<file path="src/rtl/plru_pkg.sv">
// Shared types and tree-PLRU helpers for the per-set PLRU controller.
// Geometry is fixed here; the controller defaults its parameters to it.
package plru_pkg;

  localparam int PLRU_ASSOC = 8;
  localparam int PLRU_SETS  = 64;
  localparam int PLRU_WW    = $clog2(PLRU_ASSOC);
  localparam int PLRU_NB    = PLRU_ASSOC - 1;

  typedef logic [PLRU_WW-1:0] plru_way_t;
  typedef logic [PLRU_NB-1:0] plru_bits_t;

  typedef enum logic [1:0] {
    OP_TOUCH  = 2'b00,
    OP_VICTIM = 2'b01,
    OP_PEEK   = 2'b10,
    OP_CLEAR  = 2'b11
  } plru_op_e;

  typedef enum logic [2:0] {
    ST_INIT,
    ST_IDLE,
    ST_READ,
    ST_WRITE,
    ST_RESP
  } plru_state_e;

  function automatic plru_way_t plru_victim(input plru_bits_t bits);
    plru_way_t v;
    plru_way_t a;
    logic      b;
    v = '0;
    a = '0;
    for (int k = 0; k < PLRU_WW; k++) begin
      b = bits[a];
      v = plru_way_t'({v, b});
      a = a + a + plru_way_t'(1) + plru_way_t'(b);
    end
    return v;
  endfunction

  // Each visited node is flipped to point away from the touched way.
  function automatic plru_bits_t plru_touch(input plru_bits_t bits,
                                            input plru_way_t  way);
    plru_bits_t r;
    plru_way_t  w;
    plru_way_t  a;
    logic       b;
    r = bits;
    w = way;
    a = '0;
    for (int k = 0; k < PLRU_WW; k++) begin
      b    = w[PLRU_WW-1];
      w    = w << 1;
      r[a] = ~b;
      a    = a + a + plru_way_t'(1) + plru_way_t'(b);
    end
    return r;
  endfunction

endpackage

</file>
<file path="src/rtl/plru_set_controller_if.sv">
// Request/response handshake bundle between the cache FSM and the
// PLRU controller; master is the requester, slave the controller.
interface plru_set_controller_if #(
  parameter int SW = 6,
  parameter int WW = 3,
  parameter int NB = 7
);
  import plru_pkg::*;

  logic          req_valid;
  logic          req_ready;
  plru_op_e      req_op;
  logic [SW-1:0] req_set;
  logic [WW-1:0] req_way;
  logic          rsp_valid;
  logic          rsp_ready;
  logic [WW-1:0] rsp_way;
  logic [NB-1:0] rsp_bits;
  logic          init_done;

  modport master (
    output req_valid, req_op, req_set, req_way, rsp_ready,
    input  req_ready, rsp_valid, rsp_way, rsp_bits, init_done
  );

  modport slave (
    input  req_valid, req_op, req_set, req_way, rsp_ready,
    output req_ready, rsp_valid, rsp_way, rsp_bits, init_done
  );

endinterface

</file>
<file path="src/rtl/plru_lru_ram.sv">
// Tree-bit storage: one write port, one registered read port.
// The array has no reset; the controller's INIT sweep clears it.
module plru_lru_ram #(
  parameter int NUM_SETS = 64,
  parameter int WIDTH    = 7,
  parameter int SW       = $clog2(NUM_SETS)
) (
  input  logic             clk,
  input  logic             we_i,
  input  logic [SW-1:0]    waddr_i,
  input  logic [WIDTH-1:0] wdata_i,
  input  logic [SW-1:0]    raddr_i,
  output logic [WIDTH-1:0] rdata_o
);

  logic [WIDTH-1:0] mem_q [NUM_SETS];
  logic [WIDTH-1:0] rdata_q;

  always_ff @(posedge clk) begin
    if (we_i) mem_q[waddr_i] <= wdata_i;
    rdata_q <= mem_q[raddr_i];
  end

  assign rdata_o = rdata_q;

endmodule

</file>
<file path="src/rtl/plru_set_controller.sv">
// Per-set tree-PLRU sequencer: INIT sweep, then one op per 4 cycles.
// Define PLRU_STATS_EN to add saturating touch/victim counters.
module plru_set_controller
  import plru_pkg::*;
#(
  parameter int ASSOC    = PLRU_ASSOC,
  parameter int NUM_SETS = PLRU_SETS
) (
  input  logic         clk,
  input  logic         rst_n,
  plru_set_controller_if.slave bus
`ifdef PLRU_STATS_EN
  ,
  output logic [31:0]  touch_cnt,
  output logic [31:0]  victim_cnt
`endif
);

  localparam int SW = $clog2(NUM_SETS);
  localparam int WW = $clog2(ASSOC);
  localparam int NB = ASSOC - 1;

  plru_state_e   state_q, state_d;
  logic [SW-1:0] cnt_q, cnt_d;
  plru_op_e      op_q, op_d;
  logic [SW-1:0] set_q, set_d;
  logic [WW-1:0] way_q, way_d;
  logic [WW-1:0] rsp_way_q, rsp_way_d;
  logic [NB-1:0] rsp_bits_q, rsp_bits_d;
  logic          init_done_q, init_done_d;

  logic          ram_we;
  logic [SW-1:0] ram_waddr;
  logic [NB-1:0] ram_wdata;
  logic [NB-1:0] ram_rdata;
  logic [WW-1:0] vic;

  plru_lru_ram #(
    .NUM_SETS(NUM_SETS),
    .WIDTH   (NB),
    .SW      (SW)
  ) u_ram (
    .clk    (clk),
    .we_i   (ram_we),
    .waddr_i(ram_waddr),
    .wdata_i(ram_wdata),
    .raddr_i(set_q),
    .rdata_o(ram_rdata)
  );

  always_comb begin
    state_d     = state_q;
    cnt_d       = cnt_q;
    op_d        = op_q;
    set_d       = set_q;
    way_d       = way_q;
    rsp_way_d   = rsp_way_q;
    rsp_bits_d  = rsp_bits_q;
    init_done_d = init_done_q;
    ram_we      = 1'b0;
    ram_waddr   = set_q;
    ram_wdata   = '0;
    vic         = plru_victim(ram_rdata);
    unique case (state_q)
      ST_INIT: begin
        ram_we    = 1'b1;
        ram_waddr = cnt_q;
        if (cnt_q == SW'(NUM_SETS - 1)) begin
          state_d     = ST_IDLE;
          init_done_d = 1'b1;
        end else begin
          cnt_d = cnt_q + SW'(1);
        end
      end
      ST_IDLE: begin
        if (bus.req_valid) begin
          op_d    = bus.req_op;
          set_d   = bus.req_set;
          way_d   = bus.req_way;
          state_d = ST_READ;
        end
      end
      ST_READ: state_d = ST_WRITE;
      ST_WRITE: begin
        state_d = ST_RESP;
        unique case (op_q)
          OP_TOUCH: begin
            ram_we     = 1'b1;
            ram_wdata  = plru_touch(ram_rdata, way_q);
            rsp_way_d  = way_q;
            rsp_bits_d = ram_wdata;
          end
          OP_VICTIM: begin
            ram_we     = 1'b1;
            ram_wdata  = plru_touch(ram_rdata, vic);
            rsp_way_d  = vic;
            rsp_bits_d = ram_wdata;
          end
          OP_PEEK: begin
            rsp_way_d  = vic;
            rsp_bits_d = ram_rdata;
          end
          OP_CLEAR: begin
            ram_we     = 1'b1;
            rsp_way_d  = '0;
            rsp_bits_d = '0;
          end
        endcase
      end
      ST_RESP: if (bus.rsp_ready) state_d = ST_IDLE;
      default: state_d = ST_INIT;
    endcase
  end

  always_ff @(posedge clk or negedge rst_n) begin
    if (!rst_n) begin
      state_q     <= ST_INIT;
      cnt_q       <= '0;
      op_q        <= OP_TOUCH;
      set_q       <= '0;
      way_q       <= '0;
      rsp_way_q   <= '0;
      rsp_bits_q  <= '0;
      init_done_q <= 1'b0;
    end else begin
      state_q     <= state_d;
      cnt_q       <= cnt_d;
      op_q        <= op_d;
      set_q       <= set_d;
      way_q       <= way_d;
      rsp_way_q   <= rsp_way_d;
      rsp_bits_q  <= rsp_bits_d;
      init_done_q <= init_done_d;
    end
  end

  assign bus.req_ready = (state_q == ST_IDLE);
  assign bus.rsp_valid = (state_q == ST_RESP);
  assign bus.rsp_way   = rsp_way_q;
  assign bus.rsp_bits  = rsp_bits_q;
  assign bus.init_done = init_done_q;

`ifdef PLRU_STATS_EN
  logic [31:0] touch_cnt_q;
  logic [31:0] victim_cnt_q;
  logic        rsp_hs;

  assign rsp_hs = (state_q == ST_RESP) && bus.rsp_ready;

  always_ff @(posedge clk or negedge rst_n) begin
    if (!rst_n) begin
      touch_cnt_q  <= '0;
      victim_cnt_q <= '0;
    end else if (rsp_hs) begin
      if (op_q == OP_TOUCH && touch_cnt_q != '1)
        touch_cnt_q <= touch_cnt_q + 32'd1;
      if (op_q == OP_VICTIM && victim_cnt_q != '1)
        victim_cnt_q <= victim_cnt_q + 32'd1;
    end
  end

  assign touch_cnt  = touch_cnt_q;
  assign victim_cnt = victim_cnt_q;
`endif

endmodule

</file>
<file path="src/flat_wrapper.sv">
// flat-port wrapper written by rule: the top's interface ports become plain ports
module plru_set_controller_flat import plru_pkg::*;
#(
  parameter int ASSOC    = PLRU_ASSOC,
  parameter int NUM_SETS = PLRU_SETS
)
  (clk, rst_n, bus_req_valid, bus_req_op, bus_req_set, bus_req_way, bus_rsp_ready, bus_req_ready, bus_rsp_valid, bus_rsp_way, bus_rsp_bits, bus_init_done);
  plru_set_controller_if #(.SW(6), .WW(3), .NB(7)) bus_i ();
  input  logic clk;
  input  logic rst_n;
  input wire logic [$bits(bus_i.req_valid)-1:0] bus_req_valid;
  input wire logic [$bits(bus_i.req_op)-1:0] bus_req_op;
  input wire logic [$bits(bus_i.req_set)-1:0] bus_req_set;
  input wire logic [$bits(bus_i.req_way)-1:0] bus_req_way;
  input wire logic [$bits(bus_i.rsp_ready)-1:0] bus_rsp_ready;
  output wire logic [$bits(bus_i.req_ready)-1:0] bus_req_ready;
  output wire logic [$bits(bus_i.rsp_valid)-1:0] bus_rsp_valid;
  output wire logic [$bits(bus_i.rsp_way)-1:0] bus_rsp_way;
  output wire logic [$bits(bus_i.rsp_bits)-1:0] bus_rsp_bits;
  output wire logic [$bits(bus_i.init_done)-1:0] bus_init_done;
  assign bus_i.req_valid = bus_req_valid;
  assign bus_i.req_op = bus_req_op;
  assign bus_i.req_set = bus_req_set;
  assign bus_i.req_way = bus_req_way;
  assign bus_i.rsp_ready = bus_rsp_ready;
  assign bus_req_ready = bus_i.req_ready;
  assign bus_rsp_valid = bus_i.rsp_valid;
  assign bus_rsp_way = bus_i.rsp_way;
  assign bus_rsp_bits = bus_i.rsp_bits;
  assign bus_init_done = bus_i.init_done;
  plru_set_controller #(.ASSOC(ASSOC), .NUM_SETS(NUM_SETS)) u_core (.clk(clk), .rst_n(rst_n), .bus(bus_i));
endmodule
</file>
<file path="config.mk">
export PLATFORM = sky130hd
export DESIGN_NAME = plru_set_controller_flat
export DESIGN_NICKNAME = d
export VERILOG_FILES = /design/src/rtl/plru_pkg.sv /design/src/rtl/plru_set_controller_if.sv /design/src/rtl/plru_lru_ram.sv /design/src/rtl/plru_set_controller.sv /design/src/flat_wrapper.sv
export SDC_FILE = /design/constraint.sdc
export NUM_CORES = 1
export LEC_CHECK = 0
export CORE_MARGIN = 10
export CORE_UTILIZATION = 60
export CTS_CLUSTER_SIZE = 30
export DETAILED_ROUTE_END_ITERATION = 12
export DONT_BUFFER_PORTS = 1
export PLACE_DENSITY = 0.86
export SYNTH_ARGS = -nofsm -noshare
export SYNTH_HDL_FRONTEND = slang
export SYNTH_SLANG_ARGS = --single-unit
</file>
<file path="constraint.sdc">
create_clock -name clk -period 4.3 [get_ports clk]
set_input_delay 0.645 -clock clk [delete_from_list [all_inputs] [get_ports clk]]
set_output_delay 0.645 -clock clk [all_outputs]
set_load 0.005 [all_outputs]
</file>
==> results of run 1 <==
sequential cells by signal, summed over array words and instances, names as in the netlist:
| register | flops |
|---|---|
| u_core.u_ram.mem_q | 448 |
| u_core.bus.rsp_bits | 7 |
| u_core.u_ram.rdata_o | 7 |
| u_core.cnt_q | 6 |
| u_core.set_q | 6 |
| u_core.bus.rsp_way | 3 |
| u_core.state_q | 3 |
| u_core.way_q | 3 |
| u_core.op_q | 2 |
| u_core.bus.init_done | 1 |
per-stage QoR:
stage / util / hold slack, ns
final: 0.667 / 0.214
after global routing: 0.667 / 0.209
after CTS: 0.667 / 0.204
after detailed placement: 0.621 / 0.350
after global placement: 0.621 / 0.350
after floorplan: - / 0.349
report_power, final:
group          switching [mW]  internal, mW
clock network            1.71          2.25
registers               0.675          5.73
logic                    2.53          1.84
total                    4.92          9.82
final timing paths:
path / start / to / slack (ns) / depth (start not counted)
setup reg to reg: u_core.u_ram.rdata_o[0] / u_core.u_ram.mem_q[0][6] / 0.99 / 8
max in group asynchronous: rst_n / u_core.set_q[2] / 3.53 / 2
min in group asynchronous: rst_n / u_core.set_q[5] / 0.57 / 2
hold / removal: bus_req_way[1] / u_core.way_q[1] / 0.21 / 2
hold reg to reg: u_core.bus.rsp_bits[2] / u_core.bus.rsp_bits[2] / 0.51 / 2
setup / recovery: u_core.u_ram.rdata_o[0] / u_core.u_ram.mem_q[0][6] / 0.99 / 8
worst max-delay path, cell delays in order (launching register included):
cell       delay (ns)
dfxtp_1          0.60
mux2i_1          0.35
ha_1             0.32
nor2_1           0.16
a2bb2oi_1        0.18
o21a_1           0.24
mux2i_1          0.14
o22ai_4          0.80
buf_4            0.34
metal layers:
layer	global-route usage	wire [µm]
met1	0.308	17100
met2	0.348	21600
met3	0.0541	4750
met4	0.0844	1760
met5	0	0
final cells by class:
cell class	count	share of cell area
Clock inverter	30	0.0125
Clock buffer	52	0.0553
Inverter	11	0.00191
Tap cell	442	0.0256
Multi-Input combinational cell	493	0.229
Timing Repair Buffer	25	0.00939
Sequential cell	486	0.666
logic make-up after synthesis:
logic type	count (synthesis)	synth area share
AOI/OAI and AO/OA	122	0.0415
adders and majority gates	11	0.00702
DFF	486	0.733
and+or+nand+nor	209	0.0484
xor gates and xnor gates	4	0.00179
buffers and inverters	62	0.0183
muxes	147	0.150
cell usage in the layout (no fill, tap or decap), types with 19 or more instances in the layout:
cell type  instances
dfrtp_1           28
o21ai_0           31
mux4_2           110
nor2_1            82
nand2_1           54
o22ai_1           19
clkbuf_16         47
mux2i_1           21
edfxtp_1         448
nand3_1           19
buf_4             23
==> reports/results.ini, run 1 <==
[clock_tree]
tritoncts = done
ctsHoldBuffers = 2
cts_buffer_depth = 3
cts_resized = 0
cts_sinks = 486
cts-root-buf = clkbuf_16
cts_buffers = 46
post_cts_buffers = 0
htree_levels = 2
clock_latency_ns = 0.56
cts.clk_slew.worst_paths_ns = 0.06

[final_layout]
nNetsFinal = 1089
nFillCells = 1946
regArea_um2 = 14400
antenna_cells = 0
drive_gt1_frac = 0.213
syn_to_final_growth_pct = 10.1
layout.cells.non_filler = 1539
multi_input_area_um2 = 4950
final_area_um2 = 21600

[logic_synthesis]
postSynthAreaPerCell_um2 = 18.8
ys_top_cells_by_count = edfxtp_1, mux4_2, nor2_1
synthArstFlopShare = 0.0638
ys_seq_area_frac = 0.733
yosys_warnings = 0
synth-edff-count = 448
yosysTopAreaCell = edfxtp_1
synth_area_leaders = edfxtp_1, mux4_2, dfrtp_1, nor2_1, mux2i_1
synthFlopType = edfxtp_1
synth_cells = 1041
syn-num-nets = 1067
synthDominantCellAreaShare = 0.686
yosysUniqueCellTypes = 57
ys_seq_elements = 486
yosysMostFrequentCell = edfxtp_1
synth_area_um2 = 19600

[hold_path]
hold_path_class = in -> reg

[timing]
tightest_slew_ns = 1.24
period_needed_ns = 3.31
slew_viol_final = 0
tns_ns = 0
worst_slack_ns = 0.990
hold_viol_final = 0
rsz0062_at_grt = no
fmax_ghz = 0.302
setup_violations = 0
min_period_over_period = 0.770
fin_skew_ns = 0.0204
maxSlewHeadroom = 0.174

[placed_design]
placed_cell_area_um2 = 20100
io_buffers = 0
hpwl_um = 27000
dp_cells = 1455
routabilityCongestion = 0.912
place_ws_ns = 1.13

[worst_setup_path]
end_kind = flop
worstPathMaxFanout = 37
worst-setup-path-type = reg -> reg
crit_arrival_ns = 3.71
critPathLaunchType = flop
cp.required_ns = 4.69

[route]
drt_iter0_markers = 1671
drt_wl_total_um = 45200
ant_nets = 0
routedWlPerCell_um = 29.4
vias = 10600
dr.pass1.iters = 6
drcViolationCount = 0
via_per_inst = 6.86

[global_routing]
track_usage = 0.225
grt_pass1_wl_um = 68900
grt_max_degree = 65
first_global_vias = 10600
grt-ovfl-total = 0
antenna_found_initial = 0

[die]
die_h_um = 201
pin_count = 28
dieArea_um2 = 40300
coreArea_um2 = 32400
initial_utilization = 0.606
row_count = 66
die_w_um = 201

[power_and_ir_drop]
cellLeakagePower_nw = 6.83
vdd_ir_drop_max_v = 0.000370
power_mw = 14.7
p_per_area_nw_per_um2 = 683

[run_status]
status = finished, final reports clean

[flow_run]
maxCapViolations = 0

(Power assumes the default switching activity.)
==> run 2, diff against run 1 <==
Settings changed: CORE_UTILIZATION 60 to 57, PLACE_DENSITY 0.86 to 0.85.
Clock period 4.3 ns to 2.95 ns, I/O delays scaled along.
==> reports/results.ini, run 2 (synthesis results as in run 1) <==
[timing]
fin_skew_ns = 0.0241
slew_viol_final = 0
maxSlewHeadroom = 0.436
fmax_ghz = 0.350
period_needed_ns = 2.85
worst_slack_ns = 0.0967
tightest_slew_ns = 0.845
rsz0062_at_grt = no
min_period_over_period = 0.967
setup_violations = 0
hold_viol_final = 0

[clock_tree]
tritoncts = done
cts_sinks = 486
htree_levels = 2
cts-root-buf = clkbuf_16
cts_resized = 0
clock_latency_ns = 0.58
cts_buffers = 46
cts_buffer_depth = 3
cts.clk_slew.worst_paths_ns = 0.06
post_cts_buffers = 0

[final_layout]
final_area_um2 = 22400
layout.cells.non_filler = 1632
largest_reg_flops = 448
syn_to_final_growth_pct = 14.1
regMostFlops = u_core.u_ram.mem_q
nNetsFinal = 1176
layout_commonest_cell = edfxtp_1
antenna_cells = 0
final_cell_mix = edfxtp_1, mux4_2, buf_4
final_core_util = 0.664
drive_gt1_frac = 0.267

[global_routing]
track_usage = 0.236
antenna_found_initial = 1
first_global_vias = 11100
grt_pass1_wl_um = 73800
grt-ovfl-total = 0
grt_max_degree = 65

[placed_design]
routabilityCongestion = 0.933
dp_cells = 1547
placed_cell_area_um2 = 20800
place_ws_ns = 0.235
io_buffers = 0
hpwl_um = 29100

[route]
dr.pass1.iters = 5
drt_iter0_markers = 1767
drt_wl_total_um = 49000
vias = 11100
routedWlPerCell_um = 30.0
via_per_inst = 6.82
ant_nets = 0
drcViolationCount = 0

[die]
row_count = 67
pin_count = 28
dieArea_um2 = 42200
initial_utilization = 0.582
coreArea_um2 = 33700
die_h_um = 205
die_w_um = 205

[power_and_ir_drop]
power_mw = 22.3
vdd_ir_drop_max_v = 0.000679
p_per_area_nw_per_um2 = 995
cellLeakagePower_nw = 7.33

[hold_path]
hold_start = bus_req_way[1]
hold_path_class = in -> reg
whs_path_depth = 2

[worst_setup_path]
ff2ff_path_depth = 6
end_kind = flop
worstPathMaxFanout = 9
cp-startpoint = u_core.state_q[1]
crit_arrival_ns = 3.12
cp.required_ns = 3.22
critPathLaunchType = flop
cp_common_cell = or3_1
crit_slowest_cell = or3_1
worst-setup-path-type = reg -> reg
timing.rr.start = u_core.state_q[1]
path_cells = or3_1 > or3_1 > o31ai_1 > nand2_1 > nor2_1 > buf_4
slowest_delay_ns = 0.57

[run_status]
status = finished, final reports clean

[flow_run]
maxCapViolations = 0

-- run 2: cell count changes in the layout (fill, tap and decap cells not counted), sizes merged --
cell	before	now
clkinvlp	7	5
clkbuf	52	53
buf	24	110
dlygate4sd3	1	2
bufinv	4	5
-- run 2: worst paths after layout --
kind	endpoint	slack, ns
worst max-delay path	u_core.u_ram.mem_q[17][5]	0.1
worst min-delay path	u_core.way_q[1]	0.0003
worst max register to register	u_core.u_ram.mem_q[17][5]	0.1
worst min register to register	u_core.bus.rsp_bits[2]	0.52
max in group asynchronous	u_core.set_q[2]	2.42
min in group asynchronous	u_core.way_q[0]	0.32
-- run 2: timing repair --
item                                    4_1_cts  5_1_grt
hold endpoints to repair                     32        0
endpoints found under the setup margin        0        0
hold buffers                                  3        0
-- run 2: area by class of cell --
class,count,area (µm²)
Fill cell,2010,11300
Inverter,11,41.3
Timing Repair Buffer,112,946
Multi-Input combinational cell,493,4950
Tap cell,448,561
Sequential cell,486,14400
Clock inverter,29,310
Clock buffer,53,1180
-- run 2: critical path: cells and delay by family, from the launching register on --
family | cells | cell delay, ns
and+or+nand+nor | 4 | 1.77
AOI/OAI and AO/OA | 1 | 0.10
DFF | 1 | 0.46
buffers and inverters | 1 | 0.21
-- run 2: stage by stage --
step | hold slack [ns] | setup TNS (ns)
after floorplan | 0.147 | -69.80
after global placement | 0.148 | 0
after detailed placement | 0.148 | 0
after CTS | 0.00221 | 0
after global routing | 0.0193 | 0
final | 0.000283 | 0
-- run 2: metal layers --
| layer | vias to the layer above | track usage | wire, µm | share of wire |
|---|---|---|---|---|
| met1 | 5584 | 0.303 | 17100 | 0.35 |
| met2 | 934 | 0.374 | 23600 | 0.48 |
| met5 | - | 0 | 17 | 0.00035 |
| met3 | 190 | 0.0631 | 5910 | 0.12 |
| met4 | 2 | 0.104 | 2400 | 0.049 |
| li1 | 4426 | - | - | - |
-- run 2: report_power, final --
group / internal [mW] / switching [mW]
Combinational: 2.97 / 4.27
Clock: 3.33 / 2.55
Sequential: 8.35 / 0.780
